===== src/rtl/hw_sw_mailbox_pkg.sv =====
// Shared register map and STATUS layout for the hardware/software mailbox.
package hw_sw_pkg;

  localparam int unsigned CTRL_ADDR   = 32'd0;
  localparam int unsigned STATUS_ADDR = 32'd1;
  localparam int unsigned PORT_BASE   = 32'd2;

  localparam int unsigned ST_NE_LSB   = 32'd0;
  localparam int unsigned ST_OVF_LSB  = 32'd8;
  localparam int unsigned ST_MASK_LSB = 32'd16;
  localparam int unsigned ST_MASK_W   = 32'd8;

  typedef enum logic [1:0] {
    SEL_NONE   = 2'd0,
    SEL_CTRL   = 2'd1,
    SEL_STATUS = 2'd2,
    SEL_PORT   = 2'd3
  } reg_sel_e;

endpackage


===== src/rtl/hw_sw_mailbox_if.sv =====
// Avalon-MM style register bus between the CPU side and the mailbox.
interface hw_sw_mailbox_if #(
  parameter int ADDR_W = 4,
  parameter int DATA_W = 32
);
  logic              chipselect;
  logic              write;
  logic              read;
  logic [ADDR_W-1:0] address;
  logic [DATA_W-1:0] writedata;
  logic [DATA_W-1:0] readdata;

  modport master (output chipselect, write, read, address, writedata, input readdata);
  modport slave  (input chipselect, write, read, address, writedata, output readdata);
endinterface


===== src/rtl/hw_sw_mailbox_meta_fifo.sv =====
// Per-port receive metadata FIFO; a pop frees the slot a same-cycle push may use.
module meta_fifo #(
  parameter int DATA_W     = 32,
  parameter int FIFO_DEPTH = 4
) (
  input  logic              clk,
  input  logic              reset_n,
  input  logic              push,
  input  logic [DATA_W-1:0] push_data,
  input  logic              pop,
  output logic [DATA_W-1:0] head,
  output logic              empty,
  output logic              full,
  output logic              overflow
);
  localparam int PTR_W = $clog2(FIFO_DEPTH);
  localparam int CNT_W = PTR_W + 1;

  logic [DATA_W-1:0] mem_r [FIFO_DEPTH];
  logic [PTR_W-1:0]  wr_ptr_r;
  logic [PTR_W-1:0]  rd_ptr_r;
  logic [CNT_W-1:0]  count_r;
  logic              do_pop_s;
  logic              do_push_s;

  assign empty     = (count_r == '0);
  assign full      = (count_r == CNT_W'(FIFO_DEPTH));
  assign do_pop_s  = pop & ~empty;
  assign do_push_s = push & (~full | do_pop_s);
  assign overflow  = push & full & ~do_pop_s;
  assign head      = mem_r[rd_ptr_r];

  // Pointer and occupancy tracking.
  always_ff @(posedge clk or negedge reset_n) begin
    if (!reset_n) begin
      wr_ptr_r <= '0;
      rd_ptr_r <= '0;
      count_r  <= '0;
    end else begin
      if (do_push_s) wr_ptr_r <= wr_ptr_r + PTR_W'(1);
      if (do_pop_s)  rd_ptr_r <= rd_ptr_r + PTR_W'(1);
      case ({do_push_s, do_pop_s})
        2'b10:   count_r <= count_r + CNT_W'(1);
        2'b01:   count_r <= count_r - CNT_W'(1);
        default: count_r <= count_r;
      endcase
    end
  end

  // Storage is not reset; occupancy alone decides what is valid.
  always_ff @(posedge clk) begin
    if (do_push_s) mem_r[wr_ptr_r] <= push_data;
  end
endmodule


===== src/rtl/hw_sw_mailbox.sv =====
// Register-mapped mailbox between switch ports and software.
// Optional HW_SW_MAILBOX_IRQ_EN adds a level interrupt output.
module hw_sw_mailbox
  import hw_sw_pkg::*;
#(
  parameter int NUM_PORTS  = 4,
  parameter int DATA_W     = 32,
  parameter int FIFO_DEPTH = 4,
  parameter int ADDR_W     = 4
) (
  input  logic                        clk,
  input  logic                        reset_n,
  hw_sw_mailbox_if.slave              bus,
  input  logic [NUM_PORTS-1:0]        in_valid,
  input  logic [NUM_PORTS*DATA_W-1:0] in_data,
  output logic [NUM_PORTS-1:0]        in_ready,
  output logic [NUM_PORTS-1:0]        out_en,
  output logic [DATA_W-1:0]           out_data,
  output logic [DATA_W-1:0]           ctrl
`ifdef HW_SW_MAILBOX_IRQ_EN
  ,
  output logic                        irq
`endif
);
  logic              rd_s;
  logic              wr_s;
  logic [ADDR_W-1:0] address_s;
  logic [31:0]       addr_s;
  reg_sel_e          sel_s;
  logic [NUM_PORTS-1:0] hit_s, pop_s, clr_s, empty_s, full_s, ovf_s;
  logic [NUM_PORTS-1:0] sticky_r;
  logic [DATA_W-1:0] head_s [NUM_PORTS];
  logic [DATA_W-1:0] status_s;
  logic [DATA_W-1:0] rd_next_s;
  logic [DATA_W-1:0] readdata_r;

  assign rd_s          = bus.chipselect & bus.read;
  assign wr_s          = bus.chipselect & bus.write;
  assign address_s     = bus.address;
  assign addr_s        = 32'(address_s);
  assign bus.readdata  = readdata_r;
  assign in_ready      = ~full_s;

  // Address decode and per-port pop / sticky-clear strobes.
  always_comb begin
    sel_s = SEL_NONE;
    if (addr_s == CTRL_ADDR) begin
      sel_s = SEL_CTRL;
    end else if (addr_s == STATUS_ADDR) begin
      sel_s = SEL_STATUS;
    end else if ((addr_s >= PORT_BASE) && (addr_s < PORT_BASE + 32'(NUM_PORTS))) begin
      sel_s = SEL_PORT;
    end else begin
      sel_s = SEL_NONE;
    end
    for (int i = 0; i < NUM_PORTS; i++) begin
      hit_s[i] = (sel_s == SEL_PORT) && (addr_s == PORT_BASE + 32'(i));
      pop_s[i] = rd_s & hit_s[i] & ~empty_s[i];
      clr_s[i] = wr_s && (sel_s == SEL_STATUS) && bus.writedata[ST_OVF_LSB + 32'(i)];
    end
  end

  // STATUS image and read-data selection; an empty port reads as zero.
  always_comb begin
    status_s = '0;
    for (int i = 0; i < NUM_PORTS; i++) begin
      status_s[ST_NE_LSB + 32'(i)]  = ~empty_s[i];
      status_s[ST_OVF_LSB + 32'(i)] = sticky_r[i];
    end
    status_s[ST_MASK_LSB +: ST_MASK_W] = ctrl[ST_MASK_W-1:0];
    rd_next_s = '0;
    if (rd_s) begin
      case (sel_s)
        SEL_CTRL:   rd_next_s = ctrl;
        SEL_STATUS: rd_next_s = status_s;
        SEL_PORT: begin
          for (int i = 0; i < NUM_PORTS; i++) begin
            rd_next_s = rd_next_s | (head_s[i] & {DATA_W{pop_s[i]}});
          end
        end
        default:    rd_next_s = '0;
      endcase
    end else begin
      rd_next_s = '0;
    end
  end

  // Register file, read-data, write strobes and overflow stickies (a new overflow wins over W1C).
  always_ff @(posedge clk or negedge reset_n) begin
    if (!reset_n) begin
      ctrl       <= '0;
      readdata_r <= '0;
      out_en     <= '0;
      out_data   <= '0;
      sticky_r   <= '0;
    end else begin
      if (wr_s && (sel_s == SEL_CTRL)) ctrl <= bus.writedata;
      readdata_r <= rd_next_s;
      out_en     <= wr_s ? hit_s : '0;
      out_data   <= (wr_s && (sel_s == SEL_PORT)) ? bus.writedata : '0;
      sticky_r   <= (sticky_r & ~clr_s) | ovf_s;
    end
  end

`ifdef HW_SW_MAILBOX_IRQ_EN
  // Level interrupt from masked non-empty ports or any pending overflow.
  always_ff @(posedge clk or negedge reset_n) begin
    if (!reset_n) begin
      irq <= 1'b0;
    end else begin
      irq <= (|(~empty_s & ctrl[NUM_PORTS-1:0])) | (|sticky_r);
    end
  end
`endif

  for (genvar g = 0; g < NUM_PORTS; g++) begin : g_port
    meta_fifo #(
      .DATA_W     (DATA_W),
      .FIFO_DEPTH (FIFO_DEPTH)
    ) u_fifo (
      .clk       (clk),
      .reset_n   (reset_n),
      .push      (in_valid[g]),
      .push_data (in_data[g*DATA_W +: DATA_W]),
      .pop       (pop_s[g]),
      .head      (head_s[g]),
      .empty     (empty_s[g]),
      .full      (full_s[g]),
      .overflow  (ovf_s[g])
    );
  end
endmodule


===== src/flat_wrapper.sv =====
// flat-port wrapper written by rule: the top's interface ports become plain ports
module hw_sw_mailbox_flat import hw_sw_pkg::*;
#(
  parameter int NUM_PORTS  = 4,
  parameter int DATA_W     = 32,
  parameter int FIFO_DEPTH = 4,
  parameter int ADDR_W     = 4
)
  (clk, reset_n, in_valid, in_data, in_ready, out_en, out_data, ctrl, bus_chipselect, bus_write, bus_read, bus_address, bus_writedata, bus_readdata);
  hw_sw_mailbox_if #(.ADDR_W(ADDR_W), .DATA_W(DATA_W)) bus_i ();
  input  logic clk;
  input  logic reset_n;
  input  logic [NUM_PORTS-1:0] in_valid;
  input  logic [NUM_PORTS*DATA_W-1:0] in_data;
  output logic [NUM_PORTS-1:0] in_ready;
  output logic [NUM_PORTS-1:0] out_en;
  output logic [DATA_W-1:0] out_data;
  output logic [DATA_W-1:0] ctrl;
  input wire logic [$bits(bus_i.chipselect)-1:0] bus_chipselect;
  input wire logic [$bits(bus_i.write)-1:0] bus_write;
  input wire logic [$bits(bus_i.read)-1:0] bus_read;
  input wire logic [$bits(bus_i.address)-1:0] bus_address;
  input wire logic [$bits(bus_i.writedata)-1:0] bus_writedata;
  output wire logic [$bits(bus_i.readdata)-1:0] bus_readdata;
  assign bus_i.chipselect = bus_chipselect;
  assign bus_i.write = bus_write;
  assign bus_i.read = bus_read;
  assign bus_i.address = bus_address;
  assign bus_i.writedata = bus_writedata;
  assign bus_readdata = bus_i.readdata;
  hw_sw_mailbox #(.NUM_PORTS(NUM_PORTS), .DATA_W(DATA_W), .FIFO_DEPTH(FIFO_DEPTH), .ADDR_W(ADDR_W)) u_core (.clk(clk), .reset_n(reset_n), .bus(bus_i), .in_valid(in_valid), .in_data(in_data), .in_ready(in_ready), .out_en(out_en), .out_data(out_data), .ctrl(ctrl));
endmodule

===== config.mk =====
export PLATFORM = sky130hd
export DESIGN_NAME = hw_sw_mailbox_flat
export DESIGN_NICKNAME = d
export VERILOG_FILES = /design/src/rtl/hw_sw_mailbox_pkg.sv /design/src/rtl/hw_sw_mailbox_if.sv /design/src/rtl/hw_sw_mailbox_meta_fifo.sv /design/src/rtl/hw_sw_mailbox.sv /design/src/flat_wrapper.sv
export SDC_FILE = /design/constraint.sdc
export NUM_CORES = 1
export LEC_CHECK = 0
export CORE_ASPECT_RATIO = 0.7
export CORE_MARGIN = 2
export CORE_UTILIZATION = 55
export DETAILED_ROUTE_END_ITERATION = 10
export DONT_BUFFER_PORTS = 1
export PLACE_DENSITY = 0.77
export SLEW_MARGIN = 0
export SYNTH_ARGS = -nofsm -noshare
export SYNTH_HDL_FRONTEND = slang
export SYNTH_HIERARCHICAL = 1
export SYNTH_SLANG_ARGS = --single-unit

===== constraint.sdc =====
create_clock -name clk -period 3.77 [get_ports clk]
set_input_delay 0.754 -clock clk [delete_from_list [all_inputs] [get_ports clk]]
set_output_delay 0.754 -clock clk [all_outputs]
set_load 0.01 [all_outputs]

==> metrics.txt <==
status=finished clean; worst-path cell chain=or3_2, inv_1, nor3_4, nor2b_1, nand3b_1, fa_1, or3b_2, a31oi_1, o211ai_1; Clk pwr share=between 20% and 30%; CTS Sinks=roughly 640; Psw=5.778 mW; TritonCTS Buffers=57; post-cts sizing count=0; worst setup path startpoint=u_core/g_port[2].u_fifo/count_r[1]; CTS tree=done; maximum root-to-sink buffer count=3; slew of the pin with the lowest slew margin=922.0 ps; final setup fails=0; Synth top area share=61.11%; Synth Instances=1,278; total gr overflow=0; post-synthesis sequential area ratio=between 70% and 80%; placed inst area=25,920 um2; first-pass GRT wire length=85,990 um; CP max stage delay=480 ps; synth warn=6; ratio of cells with drive above 1 in the final layout=24.96%; Root Buffer=clkbuf_16; H-tree Lvls=2; row cnt=65; number of top-level pins=277; kind of critical path=flop to flop; initial antenna violation count=1; DIE HEIGHT=182.9 um; Final Instance Area=27,940 um2; Syn Nets=between 1,000 and 1,500; Final Hold Vio Count=0; fmax=roughly 370 MHz; Setup TNS=0 ps; Yosys reg bits=644; syn avg cell area=between 15 and 20 um2; via count=12,510; CP Data Required Time=4240 ps; commonest non-fill, non-tap cells in the layout=edfxtp_1 (512), dfrtp_1 (128), mux4_2 (128); Layout Skew=between 20 and 25 ps; final cell count without fillers=1,954; WHS=116.8 ps; startpoint types=flop; clock transition at the registers of the reported paths=around 70 ps; die area=between 40,000 and 50,000 um2; placed insts=1,845; maximum vdd drop=between 300 and 400 uV; DPL Wire Length=41,560 um; Port Buffers=0; initial core utilization=55.74%; Routed Antenna Nets=0; Critical Path AT=around 3200 ps; commonest non-fill, non-tap cell in the layout=edfxtp_1; routed vias/inst=6.403; Max stage delay cell, worst path=or3b_2; cell taking the most area after synthesis=edfxtp_1; clock latency on the worst-skew pair=600 ps; critical path's top delay family=simple AND/OR/NAND/NOR gates; Cell Area, Synth=25,160 um2; GRT Util Overall=between 20% and 30%; largest net degree at the start of global routing=133; Post-Route WL=60,100 um; P_int=14.56 mW; vias in the first global route=approximately 12,000; FF-to-FF Start=u_core/g_port[2].u_fifo/count_r[1]; Final Total Pwr=20.34 mW; routed len/inst=30.76 um; RSZ-0062 raised after global routing=false; Max-Cap Viols=0; r2r setup slk=1050 ps; Pre-antenna DRT Iters=9; crit end category=flop; Comb pwr share=21.7%; Crit path buffers/inverters=1; slew margin rel.=between 30% and 40%; drt drc=0; Crit Path Max Fanout=6; fraction of registers with async set/reset=around a fifth; Post-layout nets=about 1,500; fin. max-slew vios=0; synth top area cells=edfxtp_1 (61%), dfrtp_1 (13%), mux4_2 (11%); switching part of the total=between 20% and 30%; Most used DFF post-synth=edfxtp_1; Final period util=72.28%; Distinct cells, synth=51; Cell Pwr Density=727.9 nW/um2; Area Growth Syn to Fin=11.05%; fin crit period=between 2000 and 3000 ps; Die X=259.6 um; routability cong.=0.8923; 1st-iter DRT viols=1,590; Post-synth EDFFs=512; Leak=9.621 nW; core area=approximately 45,000 um2; part of the power in registers=48.6%; Hold Crit Class=input port to async pin
[logic make-up after synthesis]
group | share of synthesized area [%]
compound gates | 4.023
xor+xnor | 0.7311
fa+ha+maj | 1.164
buf+inv | 2.128
flops | 74.24
mux | 13.65
simple gates | 4.068
[synthesized netlist by cell type (all sizes together) (4+ instances only)]
master and count:
nand2 29, nor2b 4, o21ai 18, a32o 16, or3b 6, nor4b 4, and2 49, o211ai 6
mux2 36, edfxtp 512, nand3 10, a21oi 35, nor3 5, ha 17, a222oi 32, nand2b 9
dfrtp 132, mux4 128, nor2 21, fa 4, and3 23, nand3b 6, clkbuf 33, a31oi 4
a21o 5, mux2i 13, xor2 9, buf 48, inv 28, xnor2 12
[power groups by stage]
stage               registers [mW]  logic [mW]  clock network, mW
floorplan                     9.58        3.14                  0
global placement              9.93        4.25                  0
detailed placement            10.0        4.33                  0
CTS                           9.89        4.39               6.14
global route                  10.0        4.64               6.44
finish                        9.88        4.40               6.06
[per-layer routing]
| metal | part of all wire, % | vias up | wire, um | track usage [%] |
|---|---|---|---|---|
| met5 | 0 | - | 0 | 0 |
| met4 | 3.5 | 0 | 2084 | 8.552 |
| met3 | 11 | 89 | 6619 | 7.573 |
| met2 | 45 | 616 | 26990 | 36.89 |
| met1 | 41 | 6634 | 24410 | 37.27 |
| li1 | - | 5172 | - | - |
[timing repair]
item / in CTS / in global routing
hold buffers: 1 / 0
endpoints found under the setup margin: 0 / 0
hold endpoints to repair: 132 / 0
buffers inserted: 0 / 0
[path summary, 6_finish.rpt]
check                                                       end  cells past startpoint
setup / recovery             u_core/g_port[2].u_fifo/count_r[2]                      9
hold / removal              u_core/g_port[2].u_fifo/rd_ptr_r[1]                      1
setup reg to reg             u_core/g_port[2].u_fifo/count_r[2]                      9
hold reg to reg                              u_core/sticky_r[3]                      1
max in group asynchronous                   u_core/out_data[15]                      1
min in group clk           u_core/g_port[2].u_fifo/mem_r[1][22]                      0
[through the flow]
stage	util, %	worst slack, ps
floorplan	-	392.3
global placement	57.42	880.7
detailed placement	57.42	867.9
CTS	61.89	1091
global route	61.89	950.6
finish	61.90	1045
[sequential cells by signal, indices dropped and copies added (netlist names)]
register / flops
u_core/g_port.u_fifo/rd_ptr_r: 8
u_core/ctrl: 32
u_core/out_data: 32
u_core/g_port.u_fifo/count_r: 12
u_core/g_port.u_fifo/mem_r: 512
u_core/sticky_r: 4
u_core/g_port.u_fifo/wr_ptr_r: 8
u_core/bus.readdata: 32
u_core/out_en: 4
[final cells by class]
class                   instances  area (um2)
clock buffers                  72        1605
well taps                     603       754.5
repair buffers                 46       440.4
inverters                      28       105.1
diodes                          1       2.502
flip-flops and latches        644       18680
multi-input cells             525        5963
clock inverters                35       384.1
fillers                      3068       17200
[worst reg2reg max path: stages (launching register included)]
cell,delay [ps]
dfrtp_1,450
or3_2,230
inv_1,110
nor3_4,170
nor2b_1,310
nand3b_1,140
fa_1,420
or3b_2,480
a31oi_1,200
o211ai_1,110
Note: power is estimated with default switching activity, not from simulation.
